[src/rtl/sdtc_pe.sv]
// Pipelined integer dot-product PE: N_MUL signed multiplies, registered adder tree,
// multi-beat accumulation with sticky signed-overflow, optional 2:4 sparse B select.

module sdtc_pe_lane #(
  parameter int DW_IN = 8
) (
  input  logic [DW_IN-1:0]          a_i,
  input  logic [DW_IN-1:0]          b_dense_i,
  input  logic [4*DW_IN-1:0]        b_grp_i,
  input  logic [1:0]                idx_i,
  input  logic                      sparse_i,
  output logic signed [2*DW_IN-1:0] prod_o
);
  localparam int PW = 2*DW_IN;

  logic [DW_IN-1:0] b_sp, b_sel;

  assign b_sp   = b_grp_i[DW_IN*int'(idx_i) +: DW_IN];
  assign b_sel  = sparse_i ? b_sp : b_dense_i;
  assign prod_o = PW'($signed(a_i)) * PW'($signed(b_sel));
endmodule

module sdtc_pe #(
  parameter int N_MUL  = 8,
  parameter int DW_IN  = 8,
  parameter int DW_ACC = 32
) (
  input  logic                      clk,
  input  logic                      rst_n,
  input  logic                      in_valid_i,
  output logic                      in_ready_o,
  input  logic [N_MUL*DW_IN-1:0]    in_a_i,
  input  logic [2*N_MUL*DW_IN-1:0]  in_b_i,
  input  logic [2*N_MUL-1:0]        in_idx_i,
  input  logic                      in_sparse_i,
  input  logic                      in_first_i,
  input  logic                      in_last_i,
  output logic                      out_valid_o,
  input  logic                      out_ready_i,
  output logic [DW_ACC-1:0]         out_o,
  output logic                      out_ovf_o
);
  localparam int LG     = $clog2(N_MUL);
  localparam int PW     = 2*DW_IN;
  localparam int TW     = PW + LG;
  localparam int STAGES = LG + 1;
  localparam int EW     = (DW_ACC > TW) ? DW_ACC : TW;
  localparam int NN     = 2*N_MUL - 1;

  logic                stall;
  logic [STAGES:0]     vld_pipe;
  logic [LG:0]         first_pipe;
  logic [STAGES:0]     last_pipe;
  logic signed [PW-1:0] prod [N_MUL];
  // Heap-ordered tree: node n sums children 2n+1/2n+2, leaves hold products.
  logic signed [TW-1:0] node_q [NN];
  logic signed [EW-1:0] sum_w;
  logic [DW_ACC-1:0]   sum_a, acc_add, acc_d, acc_q, out_q;
  logic                ovf_add, ovf_d, ovf_q, out_ovf_q, out_valid_q;

  assign stall       = out_valid_q & ~out_ready_i;
  assign in_ready_o  = ~stall;
  assign out_valid_o = out_valid_q;
  assign out_o       = out_q;
  assign out_ovf_o   = out_ovf_q;

  for (genvar i = 0; i < N_MUL; i++) begin : g_lane
    sdtc_pe_lane #(.DW_IN(DW_IN)) u_lane (
      .a_i       (in_a_i[DW_IN*i +: DW_IN]),
      .b_dense_i (in_b_i[DW_IN*i +: DW_IN]),
      .b_grp_i   (in_b_i[4*DW_IN*(i/2) +: 4*DW_IN]),
      .idx_i     (in_idx_i[2*i +: 2]),
      .sparse_i  (in_sparse_i),
      .prod_o    (prod[i])
    );
  end

  always_ff @(posedge clk or negedge rst_n) begin
    if (!rst_n) begin
      for (int n = 0; n < NN; n++) node_q[n] <= '0;
    end else if (!stall) begin
      for (int n = 0; n < N_MUL-1; n++) node_q[n] <= node_q[2*n+1] + node_q[2*n+2];
      for (int i = 0; i < N_MUL; i++) node_q[N_MUL-1+i] <= TW'(prod[i]);
    end
  end

  always_ff @(posedge clk or negedge rst_n) begin
    if (!rst_n) begin
      vld_pipe   <= '0;
      first_pipe <= '0;
      last_pipe  <= '0;
    end else if (!stall) begin
      vld_pipe   <= {vld_pipe[STAGES-1:0], in_valid_i};
      first_pipe <= {first_pipe[LG-1:0], in_first_i};
      last_pipe  <= {last_pipe[STAGES-1:0], in_last_i};
    end
  end

  // Narrow accumulators truncate the tree sum; wrap and overflow follow from that.
  assign sum_w   = EW'(node_q[0]);
  assign sum_a   = sum_w[DW_ACC-1:0];
  assign acc_add = acc_q + sum_a;
  assign ovf_add = (acc_q[DW_ACC-1] == sum_a[DW_ACC-1]) &&
                   (acc_add[DW_ACC-1] != acc_q[DW_ACC-1]);

  always_comb begin
    acc_d = acc_q;
    ovf_d = ovf_q;
    if (vld_pipe[LG]) begin
      if (first_pipe[LG]) begin
        acc_d = sum_a;
        ovf_d = 1'b0;
      end else begin
        acc_d = acc_add;
        ovf_d = ovf_q | ovf_add;
      end
    end
  end

  always_ff @(posedge clk or negedge rst_n) begin
    if (!rst_n) begin
      acc_q       <= '0;
      ovf_q       <= 1'b0;
      out_q       <= '0;
      out_ovf_q   <= 1'b0;
      out_valid_q <= 1'b0;
    end else if (!stall) begin
      acc_q       <= acc_d;
      ovf_q       <= ovf_d;
      out_valid_q <= vld_pipe[STAGES] & last_pipe[STAGES];
      if (vld_pipe[STAGES] && last_pipe[STAGES]) begin
        out_q     <= acc_q;
        out_ovf_q <= ovf_q;
      end
    end
  end
endmodule

[config.mk]
export PLATFORM = sky130hd
export DESIGN_NAME = sdtc_pe
export DESIGN_NICKNAME = d
export VERILOG_FILES = /design/src/rtl/sdtc_pe.sv
export SDC_FILE = /design/constraint.sdc
export NUM_CORES = 2
export LEC_CHECK = 0
export ABC_AREA = 1
export ABC_CLOCK_PERIOD_IN_PS = 3300
export CAP_MARGIN = 25
export CORE_ASPECT_RATIO = 1.25
export CORE_MARGIN = 2
export CORE_UTILIZATION = 45
export CTS_CLUSTER_SIZE = 16
export DETAILED_ROUTE_END_ITERATION = 10
export MAX_ROUTING_LAYER = met4
export PLACE_DENSITY_LB_ADDON = 0.25
export SYNTH_ARGS = -nofsm -noshare
export SYNTH_HDL_FRONTEND = slang
export SYNTH_SLANG_ARGS = --single-unit
[constraint.sdc]
create_clock -name clk -period 3.3 [get_ports clk]
set_input_delay 0.33 -clock clk [delete_from_list [all_inputs] [get_ports clk]]
set_output_delay 0.33 -clock clk [all_outputs]
set_load 0.1 [all_outputs]
# Yosys cells after proc, flatten, opt, wreduce, memory -nomap -nowiden
# Index checks and enable logic that the tools add are counted.
[word_totals]
reg_bits = 342
in_bits = 215
[op_classes]
add_sub_neg = 8
n_mul = 8
n_eq_ne = 2
shifts = 8
n_mux = 10
bitwise_logic = 5
reduce_logical = 4
[ops]
columns = ["operator", "count"]
rows = [
  ["variable part select 32 x 6 -> 8 bit", 8],
  ["multiplier 8 x 8 -> 16 bit", 8],
  ["adder 16 x 16 -> 17 bit", 4],
  ["2-to-1 mux 8 bit", 8],
  ["adder 19 bit", 3],
  ["adder 32 bit", 1],
  ["2-to-1 mux 32 bit", 1],
  ["AND reduction 2 bit", 2],
  ["AND 1 bit", 2],
  ["logical AND 1 bit", 2],
  ["inverter 1 bit", 2],
  ["== test 1 bit", 1],
  ["2-to-1 mux 1 bit", 1],
  ["inequality test 1 bit", 1],
  ["OR 1 bit", 1],
]

# Longest topological paths before layout
[logic_depth]
ltp_word = 5
mapped_depth = 25
ltp_nobuf = 24

# By module
# Synthesis repeated with hierarchy kept, for this count alone.
[hier_totals]
hier_cells = 6245
hier_area_um2 = 45503.6
[by_module_without_submodules]
columns = ["module", "instances", "cells_each", "area_each_um2", "seq_area_each_um2"]
rows = [
  ["sdtc_pe", 1, 2799, 20828.7, 8358.0],
  ["sdtc_pe_lane (g_lane[4].u_lane ...)", 3, 433, 3091.7, 0.0],
  ["sdtc_pe_lane (g_lane[1].u_lane)", 1, 434, 3125.5, 0.0],
  ["sdtc_pe_lane (g_lane[0].u_lane)", 1, 432, 3104.2, 0.0],
  ["sdtc_pe_lane (g_lane[7].u_lane)", 1, 437, 3100.5, 0.0],
  ["sdtc_pe_lane (g_lane[3].u_lane)", 1, 422, 3069.2, 0.0],
  ["sdtc_pe_lane (g_lane[2].u_lane)", 1, 422, 3000.4, 0.0],
]

# Least setup slack after synthesis
# Ideal clock, no wire load.
[synth_path]
path_kind = "input port to flip-flop"
startpoint = "input in_idx_i[7]"
endpoint = "register node_q[91] (netlist name)"
setup_time_ns = 0.117
arrival_ns = 4.558
required_time_ns = 3.183
setup_slack_ns = -1.376
stages = 23
n_path_buf = 2
cell_sequence = "clkbuf_2 buf_2 a21oi_1 o21ai_0 nand3_1 o21ai_1 nor2_1 inv_1 fa_1 inv_1 fa_1 inv_1 fa_1 inv_1 fa_1 ha_1 inv_1 nor3_1 nand3_1 nand4_1 or2_2 nand3_1 nand2_1"
[synth_between]
elab_chain_len = 3
[synth_rtl]
columns = ["element", "line_no", "rtl"]
rows = [
  ["from (decl)", "34", "input logic [2*N_MUL-1:0] in_idx_i,"],
  ["variable part select 32 x 6 -> 8 bit", "18", "assign b_sp = b_grp_i[DW_IN*int'(idx_i) +: DW_IN];"],
  ["2-to-1 mux 8 bit", "19", "assign b_sel = sparse_i ? b_sp : b_dense_i;"],
  ["multiplier 8 x 8 -> 16 bit", "20", "assign prod_o = PW'($signed(a_i)) * PW'($signed(b_sel));"],
]
# No other way between the ends.
# A chain may end at the register's enable or synchronous reset.

# Worst setup path after layout
[layout_path]
startpoint = "input in_idx_i[14]"
endpoint = "register node_q[12] (netlist bit)"
[layout_between]
elab_chain_len = 3
[layout_rtl]
columns = ["element", "line_no", "rtl"]
rows = [
  ["variable part select 32 x 6 -> 8 bit", "18", ""],
  ["2-to-1 mux 8 bit", "19", ""],
  ["multiplier 8 x 8 -> 16 bit", "20", ""],
  ["to (decl)", "56", "logic signed [TW-1:0] node_q [NN];"],
]
# No other way between the ends.

==> run metrics <==
outcome=finished, violations left; failing checks=negative setup slack; slew margin rel.=between 30% and 40%; via count=between 40000 and 50000; Initial Util=approximately 45%; dominant cell type by area after synthesis=fa_1; dpl hpwl=102000 um; slowest cell delay on critical path=around 0.55 ns; Chip Width=~280 um; data arrival time of the worst path=approximately 4.7 ns; synth top area cells=fa_1, dfrtp_1, ha_1; TritonCTS clock tree=yes; Fin Setup TNS=-58.83 ns; global-route usage over all layers=between 20% and 30%; Post-Syn Area=0.04291 mm^2; hold crit path type=in -> async; Setup violations, final=roughly 90; f_max=roughly 240 MHz; Critical Path Sink Type=register; Yosys reg bits=approximately 330; drt via density=5.146; CTS sink cnt=around 330; Syn Area/Cell=7.457 um^2; EDFF count, synth=0; area delta synth->final=40.69%; FFs w/ async S/R, synth=between 90% and 100%; Core Util, Final=between 60 and 70%; worst hold margin=about 0.28 ns; vias in the first global route=about 43000; Tcrit/Tclk final=128.6%; crit-path max FO=8; # H-tree levels=2; kind of critical path=in -> reg; die area=a little under 0.1 mm^2; prevailing post-synth register cell=dfrtp_1; antenna violations before repair=5; global-route wire length before repair=approximately 210000 um; Synth cell types=51; clock root buffer=clkbuf_16; Longest Clk Path Bufs=3; Final nets=~7800; clock skew=around 0.037 ns; Max Cap Viol=0; cells after synthesis=between 5000 and 6000; First-pass DRT Iterations=5; number of I/O port buffers=approximately 250; largest delay contributor family on the critical path=adder cells; largest net degree at the start of global routing=roughly 230; Critical Path Start Type=primary input; DRC Markers=0; CP cell instances=buf_12, buf_16, buf_8, o211ai_1, nand3_1, o21ai_4, buf_6, nor2_4, fa_1, fa_1, fa_1, inv_1, fa_1, inv_2, ha_4, a21oi_2, o21ai_2, nor2_1, nor2_1, nor2_1, xor2_1, o21ai_1; fin. max-slew vios=0; sequential fraction of the synthesis area=19.48%; final setup margin=-0.9437 ns; 1st-iter DRT viols=~2200; GRT Residual Overflow=0; wire per inst=16.61 um; DRT antenna net count=0; die height=around 350 um; Worst-path clk slew=0.07 ns; routability cong.=0.9489; core footprint=between 0.09 and 0.1 mm^2; num rows=about 130; Final Hold Violating Endpoints=0; Buf/Inv on CP=6; CP max-delay cell=fa_1; minimum clock period=around 4.2 ns; clock latency at the later pin of the worst-skew pair=between 0.5 and 0.6 ns; # IOs=250; warnings from Yosys=0; most frequent CP cell=fa_1; layout cell share with drive strength beyond 1=between 30% and 40%; wirelength, routed=~130000 um; RSZ-0062 raised after global routing=yes; share of the synthesized area in the top cell type=20.90%; worst slew pin tran=between 1 and 1.5 ns; post-route cell area=0.06038 mm^2; clock buffers created by TritonCTS=40; dpl cell area=0.05285 mm^2; Req. time, crit path=approximately 3.7 ns; syn_nets=between 6000 and 7000
## per-stage QoR
stage          cells  setup WS [ns]
6_report        8017        -0.9437
5_1_grt         8017         -1.151
4_1_cts         7959        -0.9390
3_5_place_dp    7705         -1.920
3_3_place_gp    7705         -1.884
2_1_floorplan   5755         -1.145
## placed cells by master (no fill, tap or decap), types with 41 or more instances in the layout
cell and n:
a21oi_1 176, nand3_2 56, o21ai_4 55, o21ai_1 111
clkbuf_16 41, buf_6 172, xor2_1 49, nand2_2 92
buf_12 42, fa_2 56, nand2_1 1131, xnor2_1 75
buf_4 608, o21ai_0 171, o211ai_1 60, nand3_1 208
ha_1 274, a21oi_2 65, ha_4 92, nor2_1 456
nor2_2 110, fa_1 392, dfrtp_1 334, inv_1 902
o21ai_2 60, inv_2 220, nor2_4 57, clkdlybuf4s50_1 102
dlygate4sd2_1 68
## state kept, by name, summed over array words and instances, names as in the netlist
| register | cells |
|---|---|
| out_o | 32 |
| first_pipe | 4 |
| last_pipe | 5 |
| node_q | 253 |
| out_valid_o | 1 |
| vld_pipe | 5 |
| ovf_q | 1 |
| out_ovf_o | 1 |
| acc_q | 32 |
## area by class of cell
| class | count | area (um^2) |
|---|---|---|
| Inverter | 1147 | 4380 |
| Antenna cell | 6 | 15.01 |
| Tap cell | 1216 | 1521 |
| Fill cell | 7935 | 34060 |
| Clock buffer | 54 | 1144 |
| Clock inverter | 18 | 193.9 |
| Sequential cell | 334 | 8358 |
| Multi-Input combinational cell | 4149 | 34310 |
| Timing Repair Buffer | 1093 | 10460 |
## cells by family after synthesis
group                      Yosys count  share of synthesized area, %
AOI/OAI and AO/OA                  861                         11.72
buffers and inverters             1272                         11.48
DFF                                334                         19.48
muxes                               16                        0.4198
and+or+nand+nor                   2297                         21.93
xor gates and xnor gates           148                         3.021
adders and majority gates          827                         31.95
## worst reg2reg max path: stages (launching register included)
cell and delay, ns:
dfrtp_1 0.87, ha_1 0.42, nand2_1 0.14, inv_1 0.05
nand2_1 0.06, nand2_1 0.07, nand2_1 0.07, nand2_1 0.07
a21oi_1 0.25, nand2_1 0.12, nand2_1 0.07, nand3_1 0.07
a21oi_1 0.15
## what timing repair did
item / 4_1_cts / 5_1_grt
endpoints found under the setup margin: 93 / 89
hold buffers: 1 / 0
resized for setup: 996 / 460
buffers inserted: 169 / 89
pin swaps: 545 / 408
cloned: 26 / 1
hold endpoints to repair: 70 / 0
## Yosys cell counts, drive strengths merged (10+ instances only)
| cell type | number |
|---|---|
| buf | 81 |
| or2 | 38 |
| o31ai | 21 |
| nor4 | 10 |
| nand2 | 1248 |
| o21ai | 397 |
| o21bai | 20 |
| a21oi | 264 |
| dfrtp | 334 |
| nand3 | 267 |
| fa | 448 |
| ha | 379 |
| mux2 | 16 |
| nor2 | 623 |
| clkbuf | 44 |
| o21a | 16 |
| xnor2 | 89 |
| inv | 1147 |
| nor3 | 42 |
| nand3b | 29 |
| nand4 | 33 |
| o211ai | 60 |
| a31oi | 31 |
| xor2 | 59 |
| a21boi | 17 |
| o22ai | 10 |
## path summary, 6_finish.rpt
kind                               from      endpoint  slack (ns)  cells past startpoint
max                        in_idx_i[14]    node_q[12]       -0.94                     22
min                               rst_n    node_q[15]        0.28                      2
max reg2reg                 node_q[284]         ovf_q        0.82                     12
min reg2reg                last_pipe[1]  last_pipe[2]        0.48                      2
max in group asynchronous         rst_n   node_q[148]        2.04                      3
min in group clk             in_valid_i   vld_pipe[0]        0.33                      3
## metal layers
metal / part of all wire [%] / routed length, um / GRT usage, %
met4: 4.9 / 6553 / 11.54
met2: 51 / 68410 / 49.76
met3: 3.5 / 4725 / 2.454
met1: 40 / 53490 / 31.85
met5: 0 / 0 / -
Power is not shown: default switching activity piles up to over one toggle a cycle in this logic, so the estimate is an artifact.
